[src/rtl/master_port_pkg.sv]
// master_port_pkg: shared state type, default widths and bus_mode encodings for master_port
package master_port_pkg;
  localparam int DEF_ADDR_W = 16;
  localparam int DEF_DATA_W = 8;
  localparam logic MODE_ADDR = 1'b0;
  localparam logic MODE_DATA = 1'b1;
  typedef enum logic [2:0] {IDLE, ADDR, WDATA, RWAIT, RDONE} state_t;
endpackage

[src/rtl/master_port_if.sv]
// master_port_if: local master and serial bus signals of master_port with master/slave views
interface master_port_if
  import master_port_pkg::*;
#(
  parameter int ADDR_W = DEF_ADDR_W,
  parameter int DATA_W = DEF_DATA_W
) ();
  logic              m_req;
  logic              arbiter_grant;
  logic [DATA_W-1:0] m_data_out;
  logic              m_data_out_valid;
  logic [ADDR_W-1:0] m_address_out;
  logic              m_address_out_valid;
  logic              m_rw;
  logic              m_ready;
  logic              s_split;
  logic              s_ack;
  logic              bus_data_in_valid;
  logic              bus_data_in;
  logic              bus_data_out;
  logic              m_grant;
  logic [DATA_W-1:0] m_data_in;
  logic              m_data_in_valid;
  logic              bus_data_out_valid;
  logic              arbiter_req;
  logic              bus_mode;
  logic              m_ack;
  logic              bus_m_ready;
  logic              bus_m_rw;
  logic              m_split_ack;
  modport master (
    input  m_req, arbiter_grant, m_data_out, m_data_out_valid, m_address_out,
           m_address_out_valid, m_rw, m_ready, s_split, s_ack, bus_data_in_valid, bus_data_in,
    output bus_data_out, m_grant, m_data_in, m_data_in_valid, bus_data_out_valid, arbiter_req,
           bus_mode, m_ack, bus_m_ready, bus_m_rw, m_split_ack
  );
  modport slave (
    output m_req, arbiter_grant, m_data_out, m_data_out_valid, m_address_out,
           m_address_out_valid, m_rw, m_ready, s_split, s_ack, bus_data_in_valid, bus_data_in,
    input  bus_data_out, m_grant, m_data_in, m_data_in_valid, bus_data_out_valid, arbiter_req,
           bus_mode, m_ack, bus_m_ready, bus_m_rw, m_split_ack
  );
endinterface

[src/rtl/master_port.sv]
// master_port: serialises address/write data onto a bit-serial bus and collects acknowledged read data
module master_port
  import master_port_pkg::*;
#(
  parameter int ADDR_W = DEF_ADDR_W,
  parameter int DATA_W = DEF_DATA_W
) (
  input logic           clk,
  input logic           rst,
  master_port_if.master bus
);
  localparam int CNT_W = $clog2(ADDR_W > DATA_W ? ADDR_W : DATA_W);
  localparam int RX_W = $clog2(DATA_W + 1);
  state_t                   state;
  logic [ADDR_W+DATA_W-1:0] sr;
  logic [CNT_W-1:0]         cnt;
  logic                     rw_q;
  logic [DATA_W-1:0]        rx_sr;
  logic [RX_W-1:0]          rx_cnt;
  logic                     ack_pending;
  logic [DATA_W-1:0]        data_q;
  logic                     valid_q;
  assign bus.m_grant = bus.arbiter_grant;
  assign bus.arbiter_req = bus.m_req;
  assign bus.bus_m_ready = bus.m_ready;
  assign bus.bus_m_rw = bus.m_rw;
  assign bus.m_split_ack = bus.s_split;
  assign bus.bus_data_out_valid = state == ADDR || state == WDATA;
  assign bus.bus_data_out = bus.bus_data_out_valid & sr[0];
  assign bus.bus_mode = (state == WDATA || state == RWAIT) ? MODE_DATA : MODE_ADDR;
  assign bus.m_ack = state == RDONE ? 1'b1 : state == RWAIT ? 1'b0 : bus.s_ack;
  assign bus.m_data_in = data_q;
  assign bus.m_data_in_valid = valid_q;
  always_ff @(posedge clk or posedge rst)
    if (rst) begin
      state       <= IDLE;
      sr          <= '0;
      cnt         <= '0;
      rw_q        <= 1'b0;
      rx_sr       <= '0;
      rx_cnt      <= '0;
      ack_pending <= 1'b0;
      data_q      <= '0;
      valid_q     <= 1'b0;
    end else begin
      valid_q <= 1'b0;
      case (state)
        IDLE:
          if (bus.m_address_out_valid && bus.arbiter_grant) begin
            sr     <= {bus.m_data_out, bus.m_address_out};
            rw_q   <= bus.m_rw;
            cnt    <= '0;
            rx_cnt <= '0;
            state  <= ADDR;
          end
        ADDR: begin
          sr  <= sr >> 1;
          cnt <= cnt == CNT_W'(ADDR_W - 1) ? '0 : cnt + 1'b1;
          if (cnt == CNT_W'(ADDR_W - 1)) state <= rw_q ? WDATA : RWAIT;
        end
        WDATA: begin
          sr  <= sr >> 1;
          cnt <= cnt == CNT_W'(DATA_W - 1) ? '0 : cnt + 1'b1;
          if (cnt == CNT_W'(DATA_W - 1)) state <= IDLE;
        end
        RWAIT: begin
          if (bus.s_ack) ack_pending <= 1'b1;
          if (bus.bus_data_in_valid && rx_cnt != RX_W'(DATA_W)) begin
            rx_sr  <= {bus.bus_data_in, rx_sr[DATA_W-1:1]};
            rx_cnt <= rx_cnt + 1'b1;
          end
          if (rx_cnt == RX_W'(DATA_W) && (ack_pending || bus.s_ack)) begin
            data_q  <= rx_sr;
            valid_q <= 1'b1;
            state   <= RDONE;
          end
        end
        RDONE: begin
          ack_pending <= 1'b0;
          state       <= IDLE;
        end
        default: state <= IDLE;
      endcase
    end
endmodule

[src/flat_wrapper.sv]
// flat-port wrapper written by rule: the top's interface ports become plain ports
module master_port_flat import master_port_pkg::*;
#(
  parameter int ADDR_W = DEF_ADDR_W,
  parameter int DATA_W = DEF_DATA_W
)
  (clk, rst, bus_m_req, bus_arbiter_grant, bus_m_data_out, bus_m_data_out_valid, bus_m_address_out, bus_m_address_out_valid, bus_m_rw, bus_m_ready, bus_s_split, bus_s_ack, bus_bus_data_in_valid, bus_bus_data_in, bus_bus_data_out, bus_m_grant, bus_m_data_in, bus_m_data_in_valid, bus_bus_data_out_valid, bus_arbiter_req, bus_bus_mode, bus_m_ack, bus_bus_m_ready, bus_bus_m_rw, bus_m_split_ack);
  master_port_if #(.ADDR_W(ADDR_W), .DATA_W(DATA_W)) bus_i ();
  input logic clk;
  input logic rst;
  input wire logic [$bits(bus_i.m_req)-1:0] bus_m_req;
  input wire logic [$bits(bus_i.arbiter_grant)-1:0] bus_arbiter_grant;
  input wire logic [$bits(bus_i.m_data_out)-1:0] bus_m_data_out;
  input wire logic [$bits(bus_i.m_data_out_valid)-1:0] bus_m_data_out_valid;
  input wire logic [$bits(bus_i.m_address_out)-1:0] bus_m_address_out;
  input wire logic [$bits(bus_i.m_address_out_valid)-1:0] bus_m_address_out_valid;
  input wire logic [$bits(bus_i.m_rw)-1:0] bus_m_rw;
  input wire logic [$bits(bus_i.m_ready)-1:0] bus_m_ready;
  input wire logic [$bits(bus_i.s_split)-1:0] bus_s_split;
  input wire logic [$bits(bus_i.s_ack)-1:0] bus_s_ack;
  input wire logic [$bits(bus_i.bus_data_in_valid)-1:0] bus_bus_data_in_valid;
  input wire logic [$bits(bus_i.bus_data_in)-1:0] bus_bus_data_in;
  output wire logic [$bits(bus_i.bus_data_out)-1:0] bus_bus_data_out;
  output wire logic [$bits(bus_i.m_grant)-1:0] bus_m_grant;
  output wire logic [$bits(bus_i.m_data_in)-1:0] bus_m_data_in;
  output wire logic [$bits(bus_i.m_data_in_valid)-1:0] bus_m_data_in_valid;
  output wire logic [$bits(bus_i.bus_data_out_valid)-1:0] bus_bus_data_out_valid;
  output wire logic [$bits(bus_i.arbiter_req)-1:0] bus_arbiter_req;
  output wire logic [$bits(bus_i.bus_mode)-1:0] bus_bus_mode;
  output wire logic [$bits(bus_i.m_ack)-1:0] bus_m_ack;
  output wire logic [$bits(bus_i.bus_m_ready)-1:0] bus_bus_m_ready;
  output wire logic [$bits(bus_i.bus_m_rw)-1:0] bus_bus_m_rw;
  output wire logic [$bits(bus_i.m_split_ack)-1:0] bus_m_split_ack;
  assign bus_i.m_req = bus_m_req;
  assign bus_i.arbiter_grant = bus_arbiter_grant;
  assign bus_i.m_data_out = bus_m_data_out;
  assign bus_i.m_data_out_valid = bus_m_data_out_valid;
  assign bus_i.m_address_out = bus_m_address_out;
  assign bus_i.m_address_out_valid = bus_m_address_out_valid;
  assign bus_i.m_rw = bus_m_rw;
  assign bus_i.m_ready = bus_m_ready;
  assign bus_i.s_split = bus_s_split;
  assign bus_i.s_ack = bus_s_ack;
  assign bus_i.bus_data_in_valid = bus_bus_data_in_valid;
  assign bus_i.bus_data_in = bus_bus_data_in;
  assign bus_bus_data_out = bus_i.bus_data_out;
  assign bus_m_grant = bus_i.m_grant;
  assign bus_m_data_in = bus_i.m_data_in;
  assign bus_m_data_in_valid = bus_i.m_data_in_valid;
  assign bus_bus_data_out_valid = bus_i.bus_data_out_valid;
  assign bus_arbiter_req = bus_i.arbiter_req;
  assign bus_bus_mode = bus_i.bus_mode;
  assign bus_m_ack = bus_i.m_ack;
  assign bus_bus_m_ready = bus_i.bus_m_ready;
  assign bus_bus_m_rw = bus_i.bus_m_rw;
  assign bus_m_split_ack = bus_i.m_split_ack;
  master_port #(.ADDR_W(ADDR_W), .DATA_W(DATA_W)) u_core (.clk(clk), .rst(rst), .bus(bus_i));
endmodule
[config.mk]
export PLATFORM = sky130hd
export DESIGN_NAME = master_port_flat
export DESIGN_NICKNAME = d
export VERILOG_FILES = /design/src/rtl/master_port_pkg.sv /design/src/rtl/master_port_if.sv /design/src/rtl/master_port.sv /design/src/flat_wrapper.sv
export SDC_FILE = /design/constraint.sdc
export NUM_CORES = 1
export LEC_CHECK = 0
export BUFFER_PORTS_ARGS = -buffer_cell sky130_fd_sc_hd__buf_4
export CAP_MARGIN = 20
export CELL_PAD_IN_SITES_DETAIL_PLACEMENT = 0
export CELL_PAD_IN_SITES_GLOBAL_PLACEMENT = 2
export CORE_MARGIN = 10
export CORE_UTILIZATION = 38
export CTS_CLUSTER_SIZE = 25
export DETAILED_ROUTE_END_ITERATION = 12
export PLACE_DENSITY_LB_ADDON = 0.3
export SLEW_MARGIN = 25
export SYNTH_ARGS = -nofsm -noshare
export SYNTH_HDL_FRONTEND = slang
export SYNTH_SLANG_ARGS = --single-unit
[constraint.sdc]
create_clock -name clk -period 5.05 [get_ports clk]
set_clock_uncertainty 0.1 [all_clocks]
set_input_delay 0.505 -clock clk [delete_from_list [all_inputs] [get_ports clk]]
set_output_delay 0.505 -clock clk [all_outputs]
set_load 0.05 [all_outputs]
==> impl_metrics.ini, run 1 <==
[run_status]
status = finished clean

[floorplanning]
die_x_microns = 105
die-area_sq_um = 11000
die_height_microns = 105
start_util_pct = 39.7
core_sq_um = 6870
rows = 30
io_pins = 54

[logic_synthesis]
ys_ff_latch = 54
synthArstFlopShare_pct = 100
yosysMostFrequentCell = dfrtp_1
syn_area_per_cell_sq_um = 11.3
synth_common_cells = 54 x dfrtp_1, 29 x o21ai_0, 24 x a2111oi_0, 24 x a2bb2oi_1, 18 x mux2_2
synth_top_area_share_pct = 49.6
synthFlopType = dfrtp_1
synth.distinct_cells = 43
yosysSeqAreaShare_pct = 49.6
synth_top_area_cell = dfrtp_1
synth_enable_flop_cells = 0
ys_warn_count = 0
yosys-top-cells-area = dfrtp_1 50%, a2111oi_0 7.7%, a2bb2oi_1 7.7%, mux2_2 7.4%, o21ai_0 5.3%
postSynthCellCount = 242
syn_area_sq_um = 2730
syn_nets = 281

[run]
cap_violations = 0

[route]
via_per_inst = 5.50
route.vias.total = 2036
routed_wl_microns = 6490
drtPass1Iterations = 4
ant_nets = 0
routedWlPerCell_microns = 17.5
drc_errors = 0
first_iter_violations = 143

[global_routing]
grt_pass1_vias = 2127
antenna_found_initial = 0
grt_usage_pct = 11.7
grt_max_degree = 55
grt_pass1_wl_microns = 10900
grt_overflow_total = 0

[timing]
hold_ws_ns = 0.256
period_share_pct = 57.6
clock.fmax_mhz = 344
setup_tns_ns = 0
setup_slack_ns = 2.14
max-slew-margin-rel_pct = 34.2
final_hold_viol_count = 0
tightest_slew_ns = 0.987
min_period_ns = 2.91
finalSetupViolCount = 0
slew_violations = 0
rsz0062_at_grt = no

[cells_and_area]
multi_input_area_sq_um = 1220
area_growth_pct = 18.3
area.sequential_sq_um = 1350
nets = 312
fin_cells = 370
layout-drive-gt1-share_pct = 31.0
fillers = 681
utilization_pct = 47.0
n_antenna_cell = 0

[clocking]
clockRootBuffer = clkbuf_8
clock_latency_ns = 0.31
clk_path_buf_depth = 2
cts_tree = built
post_cts_buffers = 0
hold_buffers = 0
h-tree-depth = 2
cts_resized = 0
cts_buffers = 5
path_clk_slew_ns = 0.10
cts.sinks = 54

[placed_design]
dp_slack_ns = 2.19
gp_congestion = 0.733
portBuffers = 46
place_inst = 362
dpl.hpwl_microns = 4200

[setup_path]
r2r_end = u_core.bus.m_data_in[2]
r2r_cells = 3
startpoint = u_core.state[0]
slowest_delay_ns = 0.87
worstPathCellList = and2_1 -> nor4b_4 -> mux2_2
crit_slowest_cell = and2_1
worstSetupPathType = reg -> reg
r2r_slack_ns = 2.14
regToRegStartpoint = u_core.state[0]
startpoint_type = register
cp.buffers_inverters = 0
arrival_ns = 3.01
cp_max_fo = 28
cp-end-kind = register
cp_top_family = simple AND/OR/NAND/NOR gates
crit_required_ns = 5.15

[power]
p_leak_nw = 1.40
p_per_area_nw_per_um2 = 661
ir_worst_vdd_uv = 427

[min_path]
hold_class = in -> async
-- placed cells by master, fill, tap and decap left out, drive strengths merged, types with 2 or more instances in the layout --
cell type	count
a2111oi	24
a211o	2
a211oi	2
a21oi	5
a22o	2
a2bb2oi	24
a31oi	3
and2	3
buf	52
clkbuf	5
dfrtp	54
ha	3
inv	8
mux2	18
mux2i	2
nand2	3
nand3	3
nand3b	2
nor2	3
nor4b	2
o21ai	30
or3	3
xnor2	2
xor2	2
-- state kept, by name, summed over array words and instances (netlist names) --
signal	flops
u_core.sr	24
u_core.cnt	4
u_core.rx_cnt	4
u_core.ack_pending	1
u_core.rx_sr	8
u_core.bus.m_data_in_valid	1
u_core.rw_q	1
u_core.state	3
u_core.bus.m_data_in	8
-- area by class of cell --
| class | count | area share [%] |
|---|---|---|
| clock inverter | 3 | 1.51 |
| timing repair buffer | 52 | 12.1 |
| inverter | 7 | 0.815 |
| clock buffer | 5 | 2.13 |
| multi-input combinational | 153 | 37.8 |
| tap | 96 | 3.72 |
| sequential | 54 | 41.9 |
-- where the power goes --
group          total, W  internal (W)  leakage, nW  switching (W)
Clock          0.000302      0.000151       0.0563       0.000151
Sequential     0.000750      0.000610        0.664       0.000140
Combinational   0.00108      0.000489        0.679       0.000589
-- worst reg2reg max path: cells and delay by family (launching register included) --
family	cells	cell delay, ns
AND/OR/NAND/NOR	2	1.57
flip-flops	1	0.72
multiplexers	1	0.41
-- through the flow --
step,total power (W),instance area (sq um)
finish,0.00213,3230
global route,0.00231,3230
CTS,0.00215,3220
detailed placement,0.00184,3110
global placement,0.00182,3110
floorplan,0.00158,2730
-- worst max-delay path by stage --
stage / endpoint / slack (ns) / depth (start not counted)
final: u_core.bus.m_data_in[2] / 2.14 / 3
after global routing: u_core.bus.m_data_in[2] / 1.95 / 3
after CTS: u_core.bus.m_data_in[2] / 2.18 / 3
after floorplan: bus_m_ack / 2.26 / 5
after detailed placement: u_core.bus.m_data_in[4] / 2.19 / 3
after global placement: u_core.bus.m_data_in[2] / 2.17 / 3
-- per-layer routing --
layer	GRT usage (%)	vias up	wire length, microns
met2	17.0	47	2900
met4	2.65	0	39
li1	-	994	-
met5	0	-	0
met1	16.9	991	3250
met3	2.95	4	298
-- cell families after synthesis --
group                    count (synthesis)  synth area share (%)
AO/OA/AOI/OAI                           98                  26.5
flip-flops                              54                  49.6
buffers and inverters                   35                  6.01
AND/OR/NAND/NOR                         28                  7.07
multiplexers                            20                  8.17
XOR/XNOR                                 4                  1.29
adder cells (fa/ha/maj)                  3                  1.38
Power figures use the tool's default switching activity.
==> run 2, diff against run 1 <==
--- a/config.mk
+++ b/config.mk
@@ -10,7 +10,7 @@
 export CELL_PAD_IN_SITES_DETAIL_PLACEMENT = 0
 export CELL_PAD_IN_SITES_GLOBAL_PLACEMENT = 2
 export CORE_MARGIN = 10
-export CORE_UTILIZATION = 38
+export CORE_UTILIZATION = 35
 export CTS_CLUSTER_SIZE = 25
 export DETAILED_ROUTE_END_ITERATION = 12
 export PLACE_DENSITY_LB_ADDON = 0.3
==> constraint.sdc (replaced) <==
create_clock -name clk -period 2.68 [get_ports clk]
set_clock_uncertainty 0.1 [all_clocks]
set_input_delay 0.268 -clock clk [delete_from_list [all_inputs] [get_ports clk]]
set_output_delay 0.268 -clock clk [all_outputs]
set_load 0.05 [all_outputs]
==> run 2 against run 1 <==
Register-to-register slack got worse by 1.6 ns. Total power increased by 88%. Design area increased by 0.50%. Critical path type is now reg -> out.
==> impl_metrics.ini, run 2 (same netlist as run 1, synthesis figures left out) <==
[floorplanning]
die_height_microns = 108
start_util_pct = 35.7
rows = 32
core_sq_um = 7650
die_x_microns = 108
io_pins = 54
die-area_sq_um = 11700

[cells_and_area]
layout-drive-gt1-share_pct = 31.5
largest-register = u_core.sr
largest_reg_flops = 24
fin_cells = 381
nets = 317
layout_common_cells = 57 x buf_4, 54 x dfrtp_1, 29 x o21ai_0, 24 x a2111oi_0, 24 x a2bb2oi_1
n_antenna_cell = 0
fillers = 766
fin_area_sq_um = 3240
area_growth_pct = 18.9
layout_commonest_cell = buf_4
utilization_pct = 42.4

[timing]
clock.fmax_mhz = 457
hold_ws_ns = 0.0470
rsz0062_at_grt = no
finalSetupViolCount = 0
final_hold_viol_count = 0
min_period_ns = 2.19
setup_tns_ns = 0
tightest_slew_ns = 0.791
slew_violations = 0
max-slew-margin-rel_pct = 47.0
period_share_pct = 81.7

[placed_design]
place_inst = 373
portBuffers = 46
dpl.hpwl_microns = 4530
place_area_sq_um = 3140
gp_congestion = 0.732

[run_status]
status = finished clean

[setup_path]
slowest_delay_ns = 0.73
cp_max_fo = 47
cp-end-kind = output pin
startpoint_type = register
worstSetupPathType = reg -> out
cp_top_family = flip-flops
crit_slowest_cell = dfrtp_1
crit_top_cell = buf_4
arrival_ns = 1.82
worstPathCellList = buf_4 -> nor2_1 -> buf_4
cp.buffers_inverters = 2
regToRegStartpoint = u_core.state[0]
crit_required_ns = 2.31
startpoint = u_core.state[2]

[route]
first_iter_violations = 103
routed_wl_microns = 6520
drc_errors = 0
routedWlPerCell_microns = 17.1
ant_nets = 0
route.vias.total = 2050
drtPass1Iterations = 4
via_per_inst = 5.38

[clocking]
hold_buffers = 0
clockRootBuffer = clkbuf_8
cts_buffers = 5
path_clk_slew_ns = 0.10
cts.sinks = 54
cts_tree = built
cts_resized = 0
clock_latency_ns = 0.31
h-tree-depth = 2
post_cts_buffers = 0
clk_path_buf_depth = 2

[global_routing]
grt_pass1_wl_microns = 11300
antenna_found_initial = 0
grt_pass1_vias = 2222
grt_overflow_total = 0
grt_usage_pct = 11.7
grt_max_degree = 55

[min_path]
hold_class = in -> async

[power]
p_per_area_nw_per_um2 = 1230
p_leak_nw = 1.41
ir_worst_vdd_uv = 376

[run]
cap_violations = 0
-- run 2: cell types whose count changed in the layout (fill, tap and decap cells not counted), sizes merged --
cell      change
buf           +5
bufinv        -1
clkinv        +1
clkinvlp      -1
inv           +1
-- run 2: layout make-up --
cell class / count / area, sq um / share of cell area, %
Clock buffer: 5 / 68.8 / 2.12
Timing Repair Buffer: 57 / 428 / 13.2
Sequential cell: 54 / 1350 / 41.7
Tap cell: 102 / 128 / 3.94
Clock inverter: 3 / 28.8 / 0.888
Multi-Input combinational cell: 153 / 1210 / 37.4
Inverter: 7 / 26.3 / 0.810
-- run 2: metal layers --
layer | GRT usage [%] | share of wire [%] | up-vias
met1 | 15.6 | 47 | 1001
met4 | 3.77 | 1.0 | 0
met3 | 3.27 | 5.5 | 5
met2 | 17.9 | 46 | 41
met5 | 0 | 0 | -
li1 | - | - | 1003
-- run 2: final timing paths --
path / endpoint / slack, ns / depth (start not counted)
max in group asynchronous: u_core.state[2] / 1.99 / 3
min in group clk: u_core.sr[23] / 0.07 / 2
worst max register to register: u_core.sr[15] / 0.50 / 4
worst min register to register: u_core.rw_q / 0.41 / 1
worst max-delay path: bus_bus_data_out_valid / 0.49 / 3
worst min-delay path: u_core.sr[19] / 0.05 / 3
-- run 2: report_power, final --
part / total [W] / switching, W / internal, W
clock: 0.000494 / 0.000298 / 0.000196
combinational: 0.00213 / 0.00116 / 0.000975
sequential: 0.00137 / 0.000220 / 0.00115
-- run 2: through the flow --
stage / setup slack (ns) / total power [W]
floorplan: 0.128 / 0.00297
CTS: 0.458 / 0.00406
global route: 0.278 / 0.00437
detailed placement: 0.482 / 0.00355
global placement: 0.502 / 0.00351
finish: 0.492 / 0.00400
-- run 2: worst register-to-register path, stage by stage, from the launching register on --
cell and delay (ns):
dfrtp_1 0.54, and2_1 0.28, nor3_2 0.66, buf_4 0.33
a2bb2oi_1 0.18
